### config.mk
export PLATFORM = sky130hd
export DESIGN_NAME = instruction_memory_loader
export DESIGN_NICKNAME = d
export VERILOG_FILES = /design/src/rtl/instruction_memory_loader.sv
export SDC_FILE = /design/constraint.sdc
export NUM_CORES = 1
export LEC_CHECK = 0
export ABC_AREA = 1
export BUFFER_PORTS_ARGS = -buffer_cell sky130_fd_sc_hd__buf_2
export CAP_MARGIN = 20
export CORE_UTILIZATION = 55
export DETAILED_ROUTE_END_ITERATION = 6
export GPL_TIMING_DRIVEN = 0
export MAX_ROUTING_LAYER = met4
export PLACE_DENSITY = 0.81
export SLEW_MARGIN = 20
export SYNTH_ARGS = -nofsm -noshare
export SYNTH_HDL_FRONTEND = slang
export SYNTH_SLANG_ARGS = --single-unit
### constraint.sdc
create_clock -name clk -period 4.48 [get_ports clk]
set_clock_uncertainty 0.15 [all_clocks]
set_input_delay 0.896 -clock clk [delete_from_list [all_inputs] [get_ports clk]]
set_output_delay 0.896 -clock clk [all_outputs]
set_load 0.03 [all_outputs]
### src/rtl/instruction_memory_loader.sv
`timescale 1ns/1ps
// ---------------------------------------------------------------------------
// instruction_memory_loader
//
// Byte-serial program loader for the instruction memory write port.
// Input stream format (after a start pulse):
//   [len_lo] [len_hi] [4*N payload bytes, little-endian words] [xor byte]
// Each assembled word is written at byte address index*4. The trailing xor
// byte is the XOR of all payload bytes. It is present only when
// LOADER_CHECKSUM_EN is defined. Without that macro the load ends after the
// last payload word.
//
// Parameters
//   WordQuantity : number of 32-bit words in instruction memory
//   BitSize      : log2(WordQuantity), width of the word index
//
// Ports
//   clk        in   rising-edge clock
//   reset      in   synchronous active-high reset
//   start      in   begins a load from IDLE/DONE/ERROR; ignored otherwise
//   rx_data    in   incoming byte
//   rx_valid   in   one byte per high cycle, no backpressure
//   mem_we     out  one-cycle write strobe
//   mem_addr   out  byte address of the write (index*4)
//   mem_wdata  out  word to write
//   busy       out  high while a load is in progress (stalls fetch)
//   done       out  sticky, load completed successfully
//   error      out  sticky, bad length or checksum mismatch
//
// Optional feature macro: LOADER_CHECKSUM_EN
// ---------------------------------------------------------------------------
module instruction_memory_loader #(
    parameter int WordQuantity = 256,
    parameter int BitSize      = 8
) (
    input  logic        clk,
    input  logic        reset,
    input  logic        start,
    input  logic [7:0]  rx_data,
    input  logic        rx_valid,
    output logic        mem_we,
    output logic [31:0] mem_addr,
    output logic [31:0] mem_wdata,
    output logic        busy,
    output logic        done,
    output logic        error
);

    typedef enum logic [2:0] {
        ST_IDLE  = 3'd0,
        ST_LEN   = 3'd1,
        ST_LOAD  = 3'd2,
        ST_CHK   = 3'd3,
        ST_DONE  = 3'd4,
        ST_ERROR = 3'd5
    } state_t;

    // Word count limit, one bit wider than the 16-bit length field.
    localparam logic [16:0]      MAX_WORDS = 17'(WordQuantity);
    localparam logic [BitSize:0] IDX_ONE   = {{BitSize{1'b0}}, 1'b1};

    // Running XOR checksum of the payload bytes.
    function automatic logic [7:0] csum_next(input logic [7:0] acc, input logic [7:0] b);
        csum_next = acc ^ b;
    endfunction

    // Byte address of a word index. The index never reaches WordQuantity
    // when a write is issued, so only its low BitSize bits are needed.
    function automatic logic [31:0] word_addr(input logic [BitSize:0] idx);
        word_addr = 32'({idx[BitSize-1:0], 2'b00});
    endfunction

    state_t             state_r;
    state_t             state_s;
    logic [1:0]         byte_cnt_r;
    logic [23:0]        word_buf_r;
    logic [7:0]         len_lo_r;
    logic [15:0]        len_r;
    logic [BitSize:0]   index_r;
    logic               mem_we_r;
    logic [31:0]        mem_addr_r;
    logic [31:0]        mem_wdata_r;
    logic               busy_r;
    logic               done_r;
    logic               error_r;
`ifdef LOADER_CHECKSUM_EN
    logic [7:0]         csum_r;
`endif

    logic [15:0]        len_rx_s;
    logic               len_bad_s;
    logic               last_word_s;
    logic               start_ok_s;
    logic               word_byte_s;
    logic               busy_s;
    logic               done_s;
    logic               error_s;

    // Decode of the current byte against the stored length and index.
    always_comb begin
        len_rx_s    = {rx_data, len_lo_r};
        len_bad_s   = (len_rx_s == 16'd0) || ({1'b0, len_rx_s} > MAX_WORDS);
        // The word being completed now is the last one of the load.
        last_word_s = ((16'(index_r) + 16'd1) == len_r);
        // A start is only honoured when no load is in progress.
        if ((state_r == ST_IDLE) || (state_r == ST_DONE) || (state_r == ST_ERROR)) begin
            start_ok_s = start;
        end else begin
            start_ok_s = 1'b0;
        end
        // The fourth byte of a word has arrived in LOAD.
        if ((state_r == ST_LOAD) && rx_valid && (byte_cnt_r == 2'd3)) begin
            word_byte_s = 1'b1;
        end else begin
            word_byte_s = 1'b0;
        end
    end

    // State register.
    always_ff @(posedge clk) begin
        if (reset) begin
            state_r <= ST_IDLE;
        end else begin
            state_r <= state_s;
        end
    end

    // Next-state logic.
    always_comb begin
        state_s = state_r;
        case (state_r)
            ST_IDLE, ST_DONE, ST_ERROR: begin
                if (start) begin
                    state_s = ST_LEN;
                end else begin
                    state_s = state_r;
                end
            end
            ST_LEN: begin
                if (rx_valid && (byte_cnt_r == 2'd1)) begin
                    if (len_bad_s) begin
                        state_s = ST_ERROR;
                    end else begin
                        state_s = ST_LOAD;
                    end
                end else begin
                    state_s = ST_LEN;
                end
            end
            ST_LOAD: begin
                if (word_byte_s && last_word_s) begin
`ifdef LOADER_CHECKSUM_EN
                    state_s = ST_CHK;
`else
                    state_s = ST_DONE;
`endif
                end else begin
                    state_s = ST_LOAD;
                end
            end
`ifdef LOADER_CHECKSUM_EN
            ST_CHK: begin
                if (rx_valid) begin
                    if (rx_data == csum_r) begin
                        state_s = ST_DONE;
                    end else begin
                        state_s = ST_ERROR;
                    end
                end else begin
                    state_s = ST_CHK;
                end
            end
`endif
            default: begin
                state_s = ST_IDLE;
            end
        endcase
    end

    // Status outputs follow the next state so they change together with it.
    always_comb begin
        busy_s  = 1'b0;
        done_s  = 1'b0;
        error_s = 1'b0;
        case (state_s)
            ST_LEN, ST_LOAD, ST_CHK: begin
                busy_s = 1'b1;
            end
            ST_DONE: begin
                done_s = 1'b1;
            end
            ST_ERROR: begin
                error_s = 1'b1;
            end
            default: begin
                busy_s  = 1'b0;
                done_s  = 1'b0;
                error_s = 1'b0;
            end
        endcase
    end

    // Registered status outputs.
    always_ff @(posedge clk) begin
        if (reset) begin
            busy_r  <= 1'b0;
            done_r  <= 1'b0;
            error_r <= 1'b0;
        end else begin
            busy_r  <= busy_s;
            done_r  <= done_s;
            error_r <= error_s;
        end
    end

    // Datapath: length capture, word assembly, write issue, checksum.
    always_ff @(posedge clk) begin
        if (reset) begin
            byte_cnt_r  <= 2'd0;
            word_buf_r  <= 24'd0;
            len_lo_r    <= 8'd0;
            len_r       <= 16'd0;
            index_r     <= {(BitSize+1){1'b0}};
            mem_we_r    <= 1'b0;
            mem_addr_r  <= 32'd0;
            mem_wdata_r <= 32'd0;
`ifdef LOADER_CHECKSUM_EN
            csum_r      <= 8'd0;
`endif
        end else begin
            // The write strobe is a single-cycle pulse.
            mem_we_r <= 1'b0;
            if (start_ok_s) begin
                byte_cnt_r <= 2'd0;
                index_r    <= {(BitSize+1){1'b0}};
`ifdef LOADER_CHECKSUM_EN
                csum_r     <= 8'd0;
`endif
            end else begin
                case (state_r)
                    ST_LEN: begin
                        if (rx_valid) begin
                            if (byte_cnt_r == 2'd0) begin
                                len_lo_r   <= rx_data;
                                byte_cnt_r <= 2'd1;
                            end else begin
                                len_r      <= len_rx_s;
                                byte_cnt_r <= 2'd0;
                            end
                        end
                    end
                    ST_LOAD: begin
                        if (rx_valid) begin
`ifdef LOADER_CHECKSUM_EN
                            csum_r <= csum_next(csum_r, rx_data);
`endif
                            // Two-bit counter wraps back to 0 after the 4th byte.
                            byte_cnt_r <= byte_cnt_r + 2'd1;
                            case (byte_cnt_r)
                                2'd0: word_buf_r[7:0]   <= rx_data;
                                2'd1: word_buf_r[15:8]  <= rx_data;
                                2'd2: word_buf_r[23:16] <= rx_data;
                                2'd3: begin
                                    mem_wdata_r <= {rx_data, word_buf_r};
                                    mem_addr_r  <= word_addr(index_r);
                                    mem_we_r    <= 1'b1;
                                    index_r     <= index_r + IDX_ONE;
                                end
                                default: word_buf_r <= word_buf_r;
                            endcase
                        end
                    end
                    default: begin
                        byte_cnt_r <= byte_cnt_r;
                    end
                endcase
            end
        end
    end

    assign mem_we    = mem_we_r;
    assign mem_addr  = mem_addr_r;
    assign mem_wdata = mem_wdata_r;
    assign busy      = busy_r;
    assign done      = done_r;
    assign error     = error_r;

endmodule
=== Yosys cells after proc, flatten, opt, wreduce, memory -nomap -nowiden ===
Index checks and enable logic that the tools add are counted.

* Add/sub/neg operators: 3
* Magnitude comparators: 1
* Equality and inequality tests: 15
* Muxes and demuxes: 15
* Bitwise operators: 4
* Reduce and logical (&&, ||, !) cells: 23

{| class="wikitable"
|+ Operator list
! operator !! number
|-
| $reduce_and A4 Y1 || 6
|-
| $eq A10 B16 Y1 || 1
|-
| $gt A16 B9 Y1 const B || 1
|-
| $logic_not A16 Y1 || 1
|-
| $eq A3 B3 Y1 const B || 4
|-
| $mux W3 || 4
|-
| $add A9 B1 Y10 const B || 1
|-
| $add A9 B1 Y9 const B || 1
|-
| $eq A3 B2 Y1 const B || 3
|-
| $pmux W3 S3 || 1
|-
| $mux W1 || 7
|-
| $eq A3 B1 Y1 const B || 2
|-
| $reduce_and A3 Y1 || 2
|-
| $reduce_or A3 Y1 || 2
|-
| $eq A2 B2 Y1 const B || 2
|-
| $logic_and A1 B1 Y1 || 4
|-
| $mux W2 || 2
|-
| $ne A2 B2 Y1 const B || 2
|-
| $not A1 Y1 || 4
|-
| $pmux W2 S2 || 1
|-
| $reduce_or A4 Y1 || 1
|-
| $logic_not A3 Y1 || 1
|-
| $logic_or A1 B1 Y1 || 3
|-
| $add A2 B1 Y2 const B || 1
|-
| other kinds (4) || 4
|}

* Register bits: 106
* Input bits: 12
* Output and inout port bits: 68

=== Logic depth before layout (Yosys ltp) ===
* Word-level depth: 10
* Depth in mapped cells: 15
* Depth with buffers taken out: 15

=== Least setup slack after synthesis ===
OpenSTA, ideal clock, no wires.

* Path type: input to register
* Start point: input port rx_data[3]
* End point: register done_r (netlist: done)
* Setup time: 112 ps
* Arrival time: 1817 ps
* Data required time: 4218 ps
* Path slack: 2401 ps
* Stages on the path: 7
* Buffers on the path: 0
* Path through: inv_1 > nand2_1 > nor3_1 > nand4_1 > or2_2 > nand3_1 > nor2_1

* Word-level cells in the longest chain between the ends: 7

{| class="wikitable"
|+ Ends and longest elaborated chain
! item !! RTL line !! RTL
|-
| from (decl) || 39 || <nowiki>input logic [7:0] rx_data,</nowiki>
|-
| $gt A16 B9 Y1 or $logic_not A16 Y1 (tied branches) || 102 || <nowiki>len_bad_s = (len_rx_s == 16'd0) || ({1'b0, len_rx_s} > MAX_WORDS);</nowiki>
|-
| $logic_or A1 B1 Y1 * || 102 ||
|-
| $mux W3 * || 141 || <nowiki>if (len_bad_s) begin</nowiki>
|-
| $mux W3 * || 140 || <nowiki>if (rx_valid && (byte_cnt_r == 2'd1)) begin</nowiki>
|-
| $pmux W3 S3 * || 131 || <nowiki>case (state_r)</nowiki>
|-
| $eq A3 B3 Y1 * || 185 || <nowiki>case (state_s)</nowiki>
|-
| $mux W1 * || 185 ||
|-
| to (signal assigned) || 211 || <nowiki>done_r <= done_s;</nowiki>
|-
| to (decl) || 84 || <nowiki>logic done_r;</nowiki>
|}

Every way passes the cells marked *; elsewhere a longest branch is shown, timed or not.
A chain may end at the register's enable or synchronous reset.

=== Worst setup path after layout ===
* Start point: register index_r[1]
* End point: register busy_r (netlist: busy)

* Word-level cells in the longest chain between the ends: 8

{| class="wikitable"
|+ Ends and longest elaborated chain
! item !! RTL line !! RTL
|-
| from (decl) || 79 || <nowiki>logic [BitSize:0] index_r;</nowiki>
|-
| from (signal assigned) || 223 || <nowiki>index_r <= {(BitSize+1){1'b0}};</nowiki>
|-
| from (signal assigned) || 235 || <nowiki>index_r <= {(BitSize+1){1'b0}};</nowiki>
|-
| from (signal assigned) || 267 || <nowiki>index_r <= index_r + IDX_ONE;</nowiki>
|-
| $add A9 B1 Y10 * || 104 || <nowiki>last_word_s = ((16'(index_r) + 16'd1) == len_r);</nowiki>
|-
| $eq A10 B16 Y1 * || 104 ||
|-
| $logic_and A1 B1 Y1 * || 151 || <nowiki>if (word_byte_s && last_word_s) begin</nowiki>
|-
| $mux W3 * || 151 ||
|-
| $pmux W3 S3 * || 131 ||
|-
| $eq A3 B1 Y1 or $eq A3 B2 Y1 (tied branches) || 185 ||
|-
| $reduce_or A3 Y1 * || 185 ||
|-
| $mux W1 * || 185 ||
|-
| to (signal assigned) || 210 || <nowiki>busy_r <= busy_s;</nowiki>
|-
| to (decl) || 83 || <nowiki>logic busy_r;</nowiki>
|}

Marked as above.

==> impl_metrics.yaml <==
route:
  drcViolationCount: 0
  wl_met3_um: 726
  wl_met1_mm: 4.91
  detail-route-antenna-nets: 0
  vias: 4370
  routed-wl-met2_mm: 5.47
  top_layer_used: "met4"
  routed_wl_mm: 11.4
  wl_per_cell_um: 13.9
  first_iter_violations: 288
  first_pass_iters: 5
  vias_per_cell: 5.32
logic_synthesis:
  synth_edf_count: 0
  synthCells: 623
  synth_ff_type: "dfxtp_1"
  ys_seq_elements: 106
  seq_area_frac_synth_pct: 45.9
  synthArstFlopShare_pct: 0
  syn_area_per_cell_um2: 7.43
  synth.cell_area_mm2: 0.00463
  yosys_warnings: 0
  ys_types: 35
setup_path:
  cp_max_fo: 7
  path_class: "reg -> reg"
  cp-end-kind: "register"
  ff2ff_setup_slack_ns: 2.28
  cp.arrival_ns: 2.33
  start_kind: "register"
  cp.required_ns: 4.61
timing:
  rsz0062_at_grt: "no"
  max_clock_freq_mhz: 454
  setup_tns_ns: 0
  period_needed_ns: 2.20
  slew_violations: 0
  fin_hold_ws_ns: 0.322
  setup_ws_ns: 2.28
  slew_headroom_pct: 64.6
  min_period_over_period_pct: 49.1
  finalHoldViolCount: 0
  finalSetupViolations: 0
  worst_pin_slew_ns: 0.532
run:
  drv_cap: 0
placement:
  preCtsSetupSlack_ns: 2.01
  numPortBuffers: 55
  gp_congestion: 0.908
  hpwlAfterDp_mm: 8.19
status:
  status: "completed"
clocking:
  cts_hold_buf: 0
  cts.sinks: 106
  cts-root-buf: "clkbuf_8"
  h-tree-depth: 3
  cts_resized: 0
  post_cts_buffers: 0
  clk_transition_reported_paths_ns: 0.11
  insertion_delay_ns: 0.37
  clk_path_buf_depth: 2
  cts_buffers: 9
  cts_tree: "yes"
cells_and_area:
  antenna_cells: 0
  area_growth_pct: 15.1
  fillers: 710
  fin_nets: 729
  drive_gt1_share_pct: 18.4
  seqCellArea_mm2: 0.00212
  multi_input_area_mm2: 0.00210
  fin_util_pct: 65.1
power_and_ir_drop:
  power.leakage_nw: 2.55
  powerDensity_mw_per_mm2: 320
  peakVddDrop_v: 0.000243
floorplanning:
  row_count: 33
  io_pins: 80
  start_util_pct: 56.6
  chipWidth_um: 93.7
  core_mm2: 0.00818
  die_h_um: 93.7
  dieArea_mm2: 0.00879
global_routing:
  grt_pass1_vias: 4034
  grt-ovfl-total: 0
  grt_pass1_wl_mm: 18.8
  grt_antenna_before_repair: 0
  grt_max_degree: 20
  track_usage_pct: 28.1
worst_hold_path:
  hold_class: "reg -> reg"
-- cell families (layout without fill, tap and decap cells) --
kind of cell | after synthesis | count (layout) | synth area share, %
buffers and inverters | 101 | 172 | 10.6
DFF | 106 | 106 | 45.9
AOI/OAI and AO/OA | 146 | 146 | 16.1
and+or+nand+nor | 264 | 264 | 26.0
adders and majority gates | 5 | 5 | 1.35
other | 1 | 24 | 0.0810
-- worst max-delay path: stages (launching register included) --
cell and delay [ns]:
dfxtp_1 0.50, ha_1 0.33, nand2_2 0.10, nor2_2 0.15
nand2_1 0.07, nand2_1 0.07, nand2_1 0.06, nand2_1 0.05
nand2_1 0.07, nor2_1 0.11, nand3_1 0.12, nand2_1 0.12
nand3_1 0.10, nand2_1 0.08, inv_1 0.03
-- report_power, final --
group	switching [mW]	internal, mW	total [mW]
registers	0.00464	0.951	0.956
clock network	0.347	0.268	0.615
logic	0.0938	0.0375	0.131
total	0.446	1.26	1.70
-- synthesized netlist by cell type (2+ instances only) --
cell type	count	area (µm²)
a21oi_1	57	285
a31oi_1	5	31.3
and2_1	2	12.5
buf_2	5	25.0
buf_4	27	203
clkbuf_1	18	67.6
clkinv_1	2	7.51
dfxtp_1	106	2120
ha_1	5	62.6
inv_1	43	161
inv_2	4	15.0
nand2_1	75	282
nand2_2	8	50.1
nand3_1	42	210
nand3b_1	2	15.0
nand4_1	7	43.8
nor2_1	110	413
nor2_2	6	37.5
nor3_1	2	10.0
nor3_2	2	20.0
nor3_4	2	32.5
o21ai_0	76	380
o21ai_1	5	25.0
-- area by class of cell --
type | instances | area share, %
inverter | 50 | 3.62
clock buffer | 9 | 2.33
sequential | 106 | 39.8
multi-input combinational | 439 | 39.5
tap | 105 | 2.47
timing repair buffer | 55 | 5.17
buffer | 51 | 5.62
clock inverter | 7 | 1.50
-- stage by stage --
step                      std cells  total power, mW  cell area, µm²
final                           822             1.70            5330
after global routing            822             1.75            5330
after CTS                       822             1.70            5330
after detailed placement        806             1.10            5120
after global placement          806             1.10            5120
after floorplan                 646             1.07            4710
-- state kept, by name, summed over array words and instances (netlist names) --
register and flops:
byte_cnt_r 2, state_r 3, index_r 9, error 1
mem_addr 8, mem_wdata 32, busy 1, mem_we 1
len_lo_r 8, len_r 16, word_buf_r 24, done 1
-- per-layer routing --
metal / track usage (%) / vias to the layer above
li1: - / 2166
met1: 34.2 / 2005
met2: 47.7 / 174
met3: 2.91 / 25
met4: 11.5 / 0
met5: - / -
-- cell usage in the layout, fill, tap and decap left out, types with 3 or more instances in the layout --
master    count
nor2_1      110
dfxtp_1     106
o21ai_0      76
nand2_1      75
buf_2        60
a21oi_1      57
inv_1        43
nand3_1      42
buf_4        27
conb_1       24
clkbuf_1     18
clkbuf_8      9
nand2_2       8
nand4_1       7
nor2_2        6
o21ai_1       5
a31oi_1       5
ha_1          5
inv_2         4
inv_6         3
-- path summary, 6_finish.rpt --
path              cells after the start             to           from
hold / removal                        2  word_buf_r[9]  word_buf_r[9]
setup / recovery                     14           busy     index_r[1]
hold reg to reg                       2  word_buf_r[9]  word_buf_r[9]
setup reg to reg                     14           busy     index_r[1]
Note: power is estimated with default switching activity, not from simulation.
